`src/rtl/pid_error_tracker.sv`:
```
// PID front stage: captures an ADC sample against the setpoint, forms a
// saturated signed error, keeps the current/previous error pair and issues
// one-cycle enable strobes so the derivative and integral stages latch a
// consistent pair.
module pid_error_tracker #(
  parameter int ADC_WIDTH = 8,
  parameter int DECIM     = 1
) (
  input  logic                 clk,
  input  logic                 n_rst,
  input  logic                 loop_enable,
  input  logic                 adc_valid,
  input  logic [ADC_WIDTH-1:0] adc_data,
  input  logic [ADC_WIDTH-1:0] setpoint,
  output logic [ADC_WIDTH-1:0] cur_error,
  output logic [ADC_WIDTH-1:0] prev_error,
  output logic                 deriv_enable,
  output logic                 integ_enable,
  output logic                 busy,
  output logic                 overrun
);

  // The raw difference needs one extra bit to hold the full unsigned span.
  localparam int EW = ADC_WIDTH + 1;
  localparam logic signed [EW-1:0] ERR_MAX = {2'b00, {(ADC_WIDTH-1){1'b1}}};
  localparam logic signed [EW-1:0] ERR_MIN = {2'b11, {(ADC_WIDTH-1){1'b0}}};
  localparam logic [7:0] DEC_LAST = 8'(DECIM - 1);

  typedef enum logic [1:0] {
    IDLE   = 2'd0,
    CALC   = 2'd1,
    STROBE = 2'd2
  } state_t;

  state_t state_reg;
  state_t state_next;

  logic [ADC_WIDTH-1:0] sample_reg;
  logic [ADC_WIDTH-1:0] setpoint_reg;
  logic [ADC_WIDTH-1:0] cur_error_reg;
  logic [ADC_WIDTH-1:0] prev_error_reg;
  logic                 first_reg;
  logic                 strobe_reg;
  logic                 overrun_reg;
  logic [7:0]           dec_cnt_reg;

  logic                 dec_hit;
  logic                 accept;
  logic                 skip;
  logic                 calc_fire;
  logic                 strobe_next;
  logic                 overrun_set;
  logic signed [EW-1:0] err_wide;
  logic [ADC_WIDTH-1:0] err_sat;

  // Decimation counter only exists when samples are actually thinned out.
  generate
    if (DECIM > 1) begin : g_decim
      // Count discarded samples; cleared on every accepted one or loop stop.
      always_ff @(posedge clk or negedge n_rst) begin
        if (!n_rst) begin
          dec_cnt_reg <= '0;
        end else if (!loop_enable) begin
          dec_cnt_reg <= '0;
        end else if (skip) begin
          dec_cnt_reg <= dec_cnt_reg + 8'd1;
        end else if (accept) begin
          dec_cnt_reg <= '0;
        end
      end
    end else begin : g_no_decim
      assign dec_cnt_reg = '0;
    end
  endgenerate

  assign dec_hit = (dec_cnt_reg >= DEC_LAST);

  // State register.
  always_ff @(posedge clk or negedge n_rst) begin
    if (!n_rst) begin
      state_reg <= IDLE;
    end else begin
      state_reg <= state_next;
    end
  end

  // Next-state logic; a stopped loop always parks the tracker in IDLE.
  always_comb begin
    state_next = state_reg;
    if (!loop_enable) begin
      state_next = IDLE;
    end else begin
      case (state_reg)
        IDLE:    if (adc_valid && dec_hit) state_next = CALC;
        CALC:    state_next = STROBE;
        STROBE:  state_next = IDLE;
        default: state_next = IDLE;
      endcase
    end
  end

  // Output / control decode from the current state.
  always_comb begin
    busy        = (state_reg != IDLE);
    accept      = loop_enable && adc_valid && (state_reg == IDLE) && dec_hit;
    skip        = loop_enable && adc_valid && (state_reg == IDLE) && !dec_hit;
    calc_fire   = loop_enable && (state_reg == CALC);
    strobe_next = loop_enable && (state_reg == STROBE);
    overrun_set = loop_enable && adc_valid && (state_reg != IDLE);
  end

  // Signed error with clamping to the representable ADC_WIDTH range.
  always_comb begin
    err_wide = $signed({1'b0, setpoint_reg}) - $signed({1'b0, sample_reg});
    if (err_wide > ERR_MAX) begin
      err_sat = ERR_MAX[ADC_WIDTH-1:0];
    end else if (err_wide < ERR_MIN) begin
      err_sat = ERR_MIN[ADC_WIDTH-1:0];
    end else begin
      err_sat = err_wide[ADC_WIDTH-1:0];
    end
  end

  // Sample capture, error pair update, strobe and sticky overrun flag.
  always_ff @(posedge clk or negedge n_rst) begin
    if (!n_rst) begin
      sample_reg     <= '0;
      setpoint_reg   <= '0;
      cur_error_reg  <= '0;
      prev_error_reg <= '0;
      first_reg      <= 1'b1;
      strobe_reg     <= 1'b0;
      overrun_reg    <= 1'b0;
    end else if (!loop_enable) begin
      // Errors are deliberately held so downstream still sees the last pair.
      first_reg   <= 1'b1;
      strobe_reg  <= 1'b0;
      overrun_reg <= 1'b0;
    end else begin
      strobe_reg <= strobe_next;
      if (overrun_set) begin
        overrun_reg <= 1'b1;
      end
      if (accept) begin
        sample_reg   <= adc_data;
        setpoint_reg <= setpoint;
      end
      if (calc_fire) begin
        // First sample after (re)arming seeds both so the first derivative is 0.
        prev_error_reg <= first_reg ? err_sat : cur_error_reg;
        cur_error_reg  <= err_sat;
        first_reg      <= 1'b0;
      end
    end
  end

  assign cur_error    = cur_error_reg;
  assign prev_error   = prev_error_reg;
  assign deriv_enable = strobe_reg;
  assign integ_enable = strobe_reg;
  assign overrun      = overrun_reg;

endmodule

```
`config.mk`:
```
export PLATFORM = sky130hd
export DESIGN_NAME = pid_error_tracker
export DESIGN_NICKNAME = d
export VERILOG_FILES = /design/src/rtl/pid_error_tracker.sv
export SDC_FILE = /design/constraint.sdc
export NUM_CORES = 1
export LEC_CHECK = 0
export BUFFER_PORTS_ARGS = -buffer_cell sky130_fd_sc_hd__buf_2
export CAP_MARGIN = 30
export CORE_MARGIN = 8
export CORE_UTILIZATION = 30
export CTS_BUF_LIST = sky130_fd_sc_hd__clkbuf_4 sky130_fd_sc_hd__clkbuf_8 sky130_fd_sc_hd__clkbuf_16
export CTS_CLUSTER_SIZE = 16
export DETAILED_ROUTE_END_ITERATION = 8
export SKIP_CTS_REPAIR_TIMING = 1
export SLEW_MARGIN = 20
export SYNTH_ARGS = -nofsm -noshare
export SYNTH_HDL_FRONTEND = slang
export SYNTH_SLANG_ARGS = --single-unit
export TNS_END_PERCENT = 100
```
`constraint.sdc`:
```
create_clock -name clk -period 5.1 [get_ports clk]
set_input_delay 0.255 -clock clk [delete_from_list [all_inputs] [get_ports clk]]
set_output_delay 0.255 -clock clk [all_outputs]
set_load 0.05 [all_outputs]
```
# After elaboration in Yosys (flattened, before gate mapping)
# Index checks and enable logic that the tools add are counted.
# word_totals
register_bits	37
inputBits	20
output_inout_bits	20
wordCells	36
# op_classes
add_sub_neg	1
magnitude_cmp	2
n_eq_ne	5
mux	11
reduce_logical	9
# ops
operator	n
2-to-1 mux 8 bit	3
> comparator 9 x 8 -> 1 bit, second input constant	1
< comparator 9 x 8 -> 1 bit, second input constant	1
subtractor 8 x 8 -> 9 bit	1
logical AND 1 bit	5
2-to-1 mux 1 bit	5
2-to-1 mux 2 bit	2
inequality test 2 x 1 -> 1 bit, second input constant	2
case mux 2 bit (2 select lines)	1
AND reduction 2 bit	2
inequality test 3 bit, second input constant	1
equality test 2 x 1 -> 1 bit, second input constant	1
equality test 2 bit, second input constant	1
zero test 2 bit	1
nonzero test 2 bit	1

# Logic depth before layout (Yosys ltp)
# Gate-level depths: netlist of the first run.
# logic_depth
ltp_word	5
mapped_depth	11
mapped_depth_nobuf	11

# Least setup slack after synthesis of the first run
# No wires, ideal clock.
# synth_path
path_kind	register -> register
startpoint	register setpoint_reg[0]
endpoint	register prev_error_reg[1], in the netlist prev_error[1]
setup_ps	126
arrival_ps	2301
t_required_ps	4974
path_slack_ps	2673
path_stages_with_launch	12
path_buffers	0
synth_period_minus_slack_ps	2427
path_cell_list	dfrtp_1 > inv_1 > ha_1 > inv_1 > fa_1 > a211oi_1 > o21bai_1 > a21oi_1 > o21a_1 > nor2_1 > a21o_1 > a221o_1
# synth_between
elab_chain_cells	5
# synth_lines
item	line_no	source
start, declared	39	logic [ADC_WIDTH-1:0] setpoint_reg;
start signal, assigned	146	setpoint_reg <= setpoint;
subtractor 8 x 8 -> 9 bit (*)	114	err_wide = $signed({1'b0, setpoint_reg}) - $signed({1'b0, sample_reg});
< comparator 9 x 8 -> 1 bit	117	end else if (err_wide < ERR_MIN) begin
2-to-1 mux 8 bit	117	
2-to-1 mux 8 bit (*)	115	if (err_wide > ERR_MAX) begin
2-to-1 mux 8 bit (*)	150	prev_error_reg <= first_reg ? err_sat : cur_error_reg;
end signal, assigned	150	
end, declared	41	logic [ADC_WIDTH-1:0] prev_error_reg;
# Every way passes the cells marked *; elsewhere a longest branch is shown, timed or not.
# A chain may end at the register's enable or synchronous reset.

# Worst setup path in the final report of the first run
# Ends and elaborated chain as after synthesis.

==> results of run 1 <==
[critical path: stages, from the launching register on]
cell and delay, ns:
dfrtp_1 0.37, inv_1 0.09, ha_1 0.14, inv_1 0.05, fa_1 0.42, a211oi_1 0.22
o21bai_1 0.10, a21oi_1 0.22, o21a_1 0.31, nor2_1 0.15, a21o_1 0.19, a221o_1 0.29
[layout make-up]
cell class,count,area share
clock inverter,2,0.0159
multi-input combinational,124,0.376
tap,75,0.0425
timing repair buffer,40,0.0919
inverter,11,0.0187
clock buffer,6,0.0346
sequential,37,0.420
[logic make-up (layout without fill, tap and decap cells)]
family,Yosys count,in the layout,share of synthesized area
compound gates,51,51,0.159
xor+xnor,6,6,0.0390
fa+ha+maj,12,12,0.0835
buf+inv,18,59,0.0390
flops,37,37,0.507
mux,10,10,0.0609
simple gates,45,45,0.112
[through the flow]
step | cells | setup slack, ns | power [mW]
after global routing | 295 | 2.28 | 1.44
after CTS | 295 | 2.45 | 1.36
after detailed placement | 287 | 2.47 | 1.11
final | 295 | 2.46 | 1.34
after floorplan | 179 | 2.67 | 0.944
after global placement | 287 | 2.55 | 1.10
[power breakdown]
group / switching (mW) / internal, mW / total (mW)
Sequential: 0.0508 / 0.379 / 0.430
Clock: 0.101 / 0.150 / 0.252
Combinational: 0.454 / 0.208 / 0.662
Total: 0.606 / 0.738 / 1.34
[cells in the mapped netlist (2+ instances only)]
| cell type | count |
|---|---|
| dfrtp_1 | 36 |
| nand2_1 | 25 |
| o21ai_0 | 24 |
| a21oi_1 | 15 |
| inv_1 | 11 |
| ha_1 | 9 |
| mux2_2 | 9 |
| nor2_1 | 7 |
| clkbuf_1 | 6 |
| xor2_1 | 3 |
| a21o_1 | 2 |
| and3_1 | 2 |
| maj3_1 | 2 |
| nor2b_1 | 2 |
| o211ai_1 | 2 |
| o21a_1 | 2 |
| o22ai_1 | 2 |
| or2_2 | 2 |
| or3_1 | 2 |
| xnor2_1 | 2 |
[routing by layer]
metal  wire [um]  track usage  vias up
li1            -            -      689
met1        1780        0.110      665
met2        1810        0.146       32
met3         256       0.0344        8
met4          53       0.0357        0
met5           0            0        -
[cell usage in the layout (no fill, tap or decap), drive strengths merged, types with 3 or more instances in the layout]
| cell | instances |
|---|---|
| buf | 40 |
| dfrtp | 36 |
| nand2 | 26 |
| o21ai | 24 |
| a21oi | 15 |
| inv | 11 |
| mux2 | 9 |
| ha | 9 |
| nor2 | 7 |
| clkbuf | 6 |
| xor2 | 3 |
| xnor2 | 3 |
[final timing paths]
check | start | endpoint | depth (start not counted)
worst max-delay path | setpoint_reg[0] | prev_error[1] | 11
worst min-delay path | n_rst | prev_error[4] | 1
worst max register to register | setpoint_reg[0] | prev_error[1] | 11
worst min register to register | prev_error[7] | prev_error[7] | 2
max in group asynchronous | n_rst | sample_reg[2] | 1
min in group clk | loop_enable | first_reg | 2
==> metrics.cfg, run 1 <==
[synthesis]
synth_cell_type_count = 34
async_flop_share = 1.00
seq_area_frac_synth = 0.507
yosys.area.top_type_share = 0.493
synthFlopType = dfrtp_1
synth_edf_count = 0
synth_area_per_cell_um2 = 10.2
synth_area_leader_cell = dfrtp_1
yosysWarnings = 0
synthTopCellsByArea = dfrtp_1 (49%), o21ai_0 (6.6%), ha_1 (6.2%)
synth_cells = 179
syn-num-nets = 209
ys_ff_latch = 37
synth_area_um2 = 1830

[floorplan]
core_area_um2 = 5920
io_pins = 40
initial_core_util = 0.309
fp.dieH_um = 94.1
die_w_um = 94.1
rows = 28
die_area_um2 = 8850

[clock_tree]
clk_pin_slew_ns = 0.08
cts_root_buffer = clkbuf_8
cts_num_sinks = 37
htree_levels = 2
numCtsBuffers = 5
clockBufferDepth = 2
clk_latency_ns = 0.29
cts_tree = built

[grt]
first_global_vias = 1450
overflow = 0
track_usage = 0.0920
grt_start_max_net_pins = 38
grt_pass1_wl_um = 6500
antenna_found_initial = 0

[route]
viasPerCell = 4.73
vias = 1394
detail_route.first_pass.iterations = 4
drc_errors = 0
first_iter_violations = 34
antenna_left = 0
routed_wire_length_per_instance_um = 13.2
wl_um = 3900

[layout]
utilization = 0.373
multiInputGateArea_um2 = 830
seqCellArea_um2 = 927
final_cell_area_um2 = 2210
insertedDiodeCount = 0
n_fill_cell = 617
area_growth_pct = 20.7
nets = 249
drive_above_1_share = 0.286

[timing]
max_freq_ghz = 0.379
setup_viol = 0
hold_violations = 0
fin_tns_setup_ns = 0
whs_ns = 0.0531
slew_violations = 0
clock_skew_ns = 0.00933
slew_headroom = 0.442
finalCritPeriodShare = 0.517
finalCriticalPeriod_ns = 2.64
rsz0062_at_grt = no
tightest_slew_ns = 0.837

[setup_path]
crit_required_ns = 5.28
crit_fanout = 8
end_kind = register
r2r_slack_ns = 2.46
crit_path_start_kind = register
arrival_ns = 2.81
path_class = register to register

[job]
cap_violations = 0

[placed_design]
dpl_cell_area_um2 = 2090
portBuffers = 39
globalplace.congestion = 0.739
dpl.hpwl_um = 2960

[power_and_ir_drop]
leakage_nw = 1.07
powerDensity_nw_per_um2 = 609
peakVddDrop_v = 0.000422

[min_path]
hold_class = input port to async pin

[run_status]
status = finished, final reports clean

(Power assumes the default switching activity.)
==> run 2, diff against run 1 <==
ABC_AREA = 1   (was not set)
clock period = 2.3 ns   (was 5.1 ns; I/O delays follow)
==> run 2 against run 1 <==
Register-to-register slack worse by 2.2 ns. Clock skew down 0.0056 ns. Critical path depth up 3. Clock power up 130%.
==> metrics.cfg, run 2 <==
[synthesis]
ys_ff_latch = 37
synth_area_per_cell_um2 = 7.89
syn-num-nets = 291
synth_cell_type_count = 28
synth_common_cells = nand2_1 (99), inv_1 (39), dfrtp_1 (36), a21oi_1 (11), o21ai_0 (11)
yosys.area.top_type_share = 0.437
synthFlopType = dfrtp_1
synthTopCellsByArea = dfrtp_1 (44%), nand2_1 (18%), inv_1 (7.1%)
synth_area_um2 = 2060
yosysWarnings = 0
seq_area_frac_synth = 0.450
async_flop_share = 1.00
yosysMostFrequentCell = nand2_1
synth_cells = 261
synth_area_leader_cell = dfrtp_1
synth_edf_count = 0

[timing]
clock_skew_ns = 0.00372
max_freq_ghz = 0.489
slew_violations = 0
hold_violations = 0
slew_headroom = 0.451
setup_viol = 0
fin_tns_setup_ns = 0
rsz0062_at_grt = no
tightest_slew_ns = 0.824
finalCritPeriodShare = 0.888
finalCriticalPeriod_ns = 2.04

[placed_design]
globalplace.congestion = 0.782
dpl_cell_area_um2 = 2320
dpl.hpwl_um = 3260
portBuffers = 39
placedCellCount = 374

[setup_path]
crit_path_start_kind = register
arrival_ns = 2.23
slowest_stage = fa_1
end_kind = register
path_class = register to register
crit_fanout = 14
cp_top_family = simple AND/OR/NAND/NOR gates
crit_required_ns = 2.48
crit_path_max_incr_delay_ns = 0.39
crit_chain = inv_1 -> ha_1 -> inv_1 -> fa_1 -> nand2_1 -> nand3_2 -> nand2_2 -> nor2_2 -> nor2_4 -> inv_1 -> nand2_4 -> nand3_1 -> nand2_1 -> nand2_1
path_buf_inv = 3

[power_and_ir_drop]
power_mw = 3.12
peakVddDrop_v = 0.000397
powerDensity_nw_per_um2 = 1270
leakage_nw = 1.41

[floorplan]
rows = 30
fp.dieH_um = 98.9
io_pins = 40
core_area_um2 = 6720
die_w_um = 98.9
die_area_um2 = 9770
initial_core_util = 0.307

[clock_tree]
cts_num_sinks = 37
clk_pin_slew_ns = 0.07
cts_root_buffer = clkbuf_8
clk_latency_ns = 0.29
numCtsBuffers = 5
cts_tree = built
clockBufferDepth = 2
htree_levels = 2

[grt]
overflow = 0
grt_start_max_net_pins = 38
grt_pass1_wl_um = 7590
track_usage = 0.0955
first_global_vias = 1664
antenna_found_initial = 0

[job]
cap_violations = 0

[layout]
multiInputGateArea_um2 = 938
utilization = 0.366
n_fill_cell = 720
final_cell_mix = nand2_1 (99), inv_1 (39), buf_2 (39)
drive_above_1_share = 0.248
insertedDiodeCount = 0
seqCellArea_um2 = 927
layout_commonest_cell = nand2_1
area_growth_pct = 19.4
nets = 332
instances_no_fill = 383
final_cell_area_um2 = 2460

[min_path]
hold_class = input port to register

[route]
detail_route.first_pass.iterations = 4
viasPerCell = 4.30
first_iter_violations = 42
drc_errors = 0
wl_um = 4280
antenna_left = 0
routed_wire_length_per_instance_um = 11.2
vias = 1645

[run_status]
status = finished, final reports clean

-- run 2: cell types whose count changed after synthesis, sizes merged, moves of 3 or more --
| cell | delta |
|---|---|
| a21oi | -3 |
| mux2 | -9 |
| inv | +30 |
| buf | +5 |
| clkbuf | -5 |
| nand3 | +14 |
| nand2 | +82 |
| o21ai | -6 |
-- run 2: per-stage QoR --
| step | hold WS (ns) | setup WS [ns] |
|---|---|---|
| 2_1_floorplan | -0.181 | 0.356 |
| 3_3_place_gp | 0.253 | 0.293 |
| 3_5_place_dp | 0.265 | 0.215 |
| 4_1_cts | -0.0516 | 0.206 |
| 5_1_grt | 0.0259 | 0.0290 |
| 6_report | 0.0260 | 0.257 |
-- run 2: area by class of cell --
cell class,count,share of cell area
Clock buffer,7,0.0366
Clock inverter,1,0.0122
Inverter,43,0.0656
Multi-Input combinational cell,174,0.381
Sequential cell,37,0.377
Tap cell,80,0.0407
Timing Repair Buffer,41,0.0865
-- run 2: metal layers --
layer  part of all wire  up-vias  track usage
li1                   -      875            -
met1               0.51      734        0.120
met2               0.42       31        0.147
met3              0.051        5       0.0282
met4              0.014        0       0.0425
met5                  0        -            0
-- run 2: path summary, 6_finish.rpt --
check | start | to | slack [ns] | depth (start not counted)
max | setpoint_reg[0] | prev_error[4] | 0.26 | 14
min | setpoint[4] | setpoint_reg[4] | 0.03 | 3
max reg2reg | setpoint_reg[0] | prev_error[4] | 0.26 | 14
min reg2reg | setpoint_reg[2] | setpoint_reg[2] | 0.48 | 2
max in group asynchronous | n_rst | setpoint_reg[0] | 1.31 | 2
min in group asynchronous | n_rst | prev_error[0] | 0.46 | 2
-- run 2: logic make-up (layout without fill, tap and decap cells) --
family          Yosys count  count (layout)  share of synthesized area
compound gates           30              30                     0.0802
xor+xnor                  3               3                     0.0128
flops                    37              37                      0.450
fa+ha+maj                10              10                     0.0644
simple gates            131             131                      0.292
buf+inv                  50              92                      0.100
-- run 2: worst register-to-register path: cells and delay by family, from the launching register on --
family                   cells  cell delay, ns
buffers and inverters        3            0.22
flip-flops                   1            0.36
adder cells (fa/ha/maj)      2            0.54
AND/OR/NAND/NOR              9            0.82
-- run 2: power breakdown --
part	internal [mW]	switching, mW	total [mW]
sequential	0.836	0.0937	0.930
combinational	0.455	1.14	1.60
clock	0.365	0.226	0.591
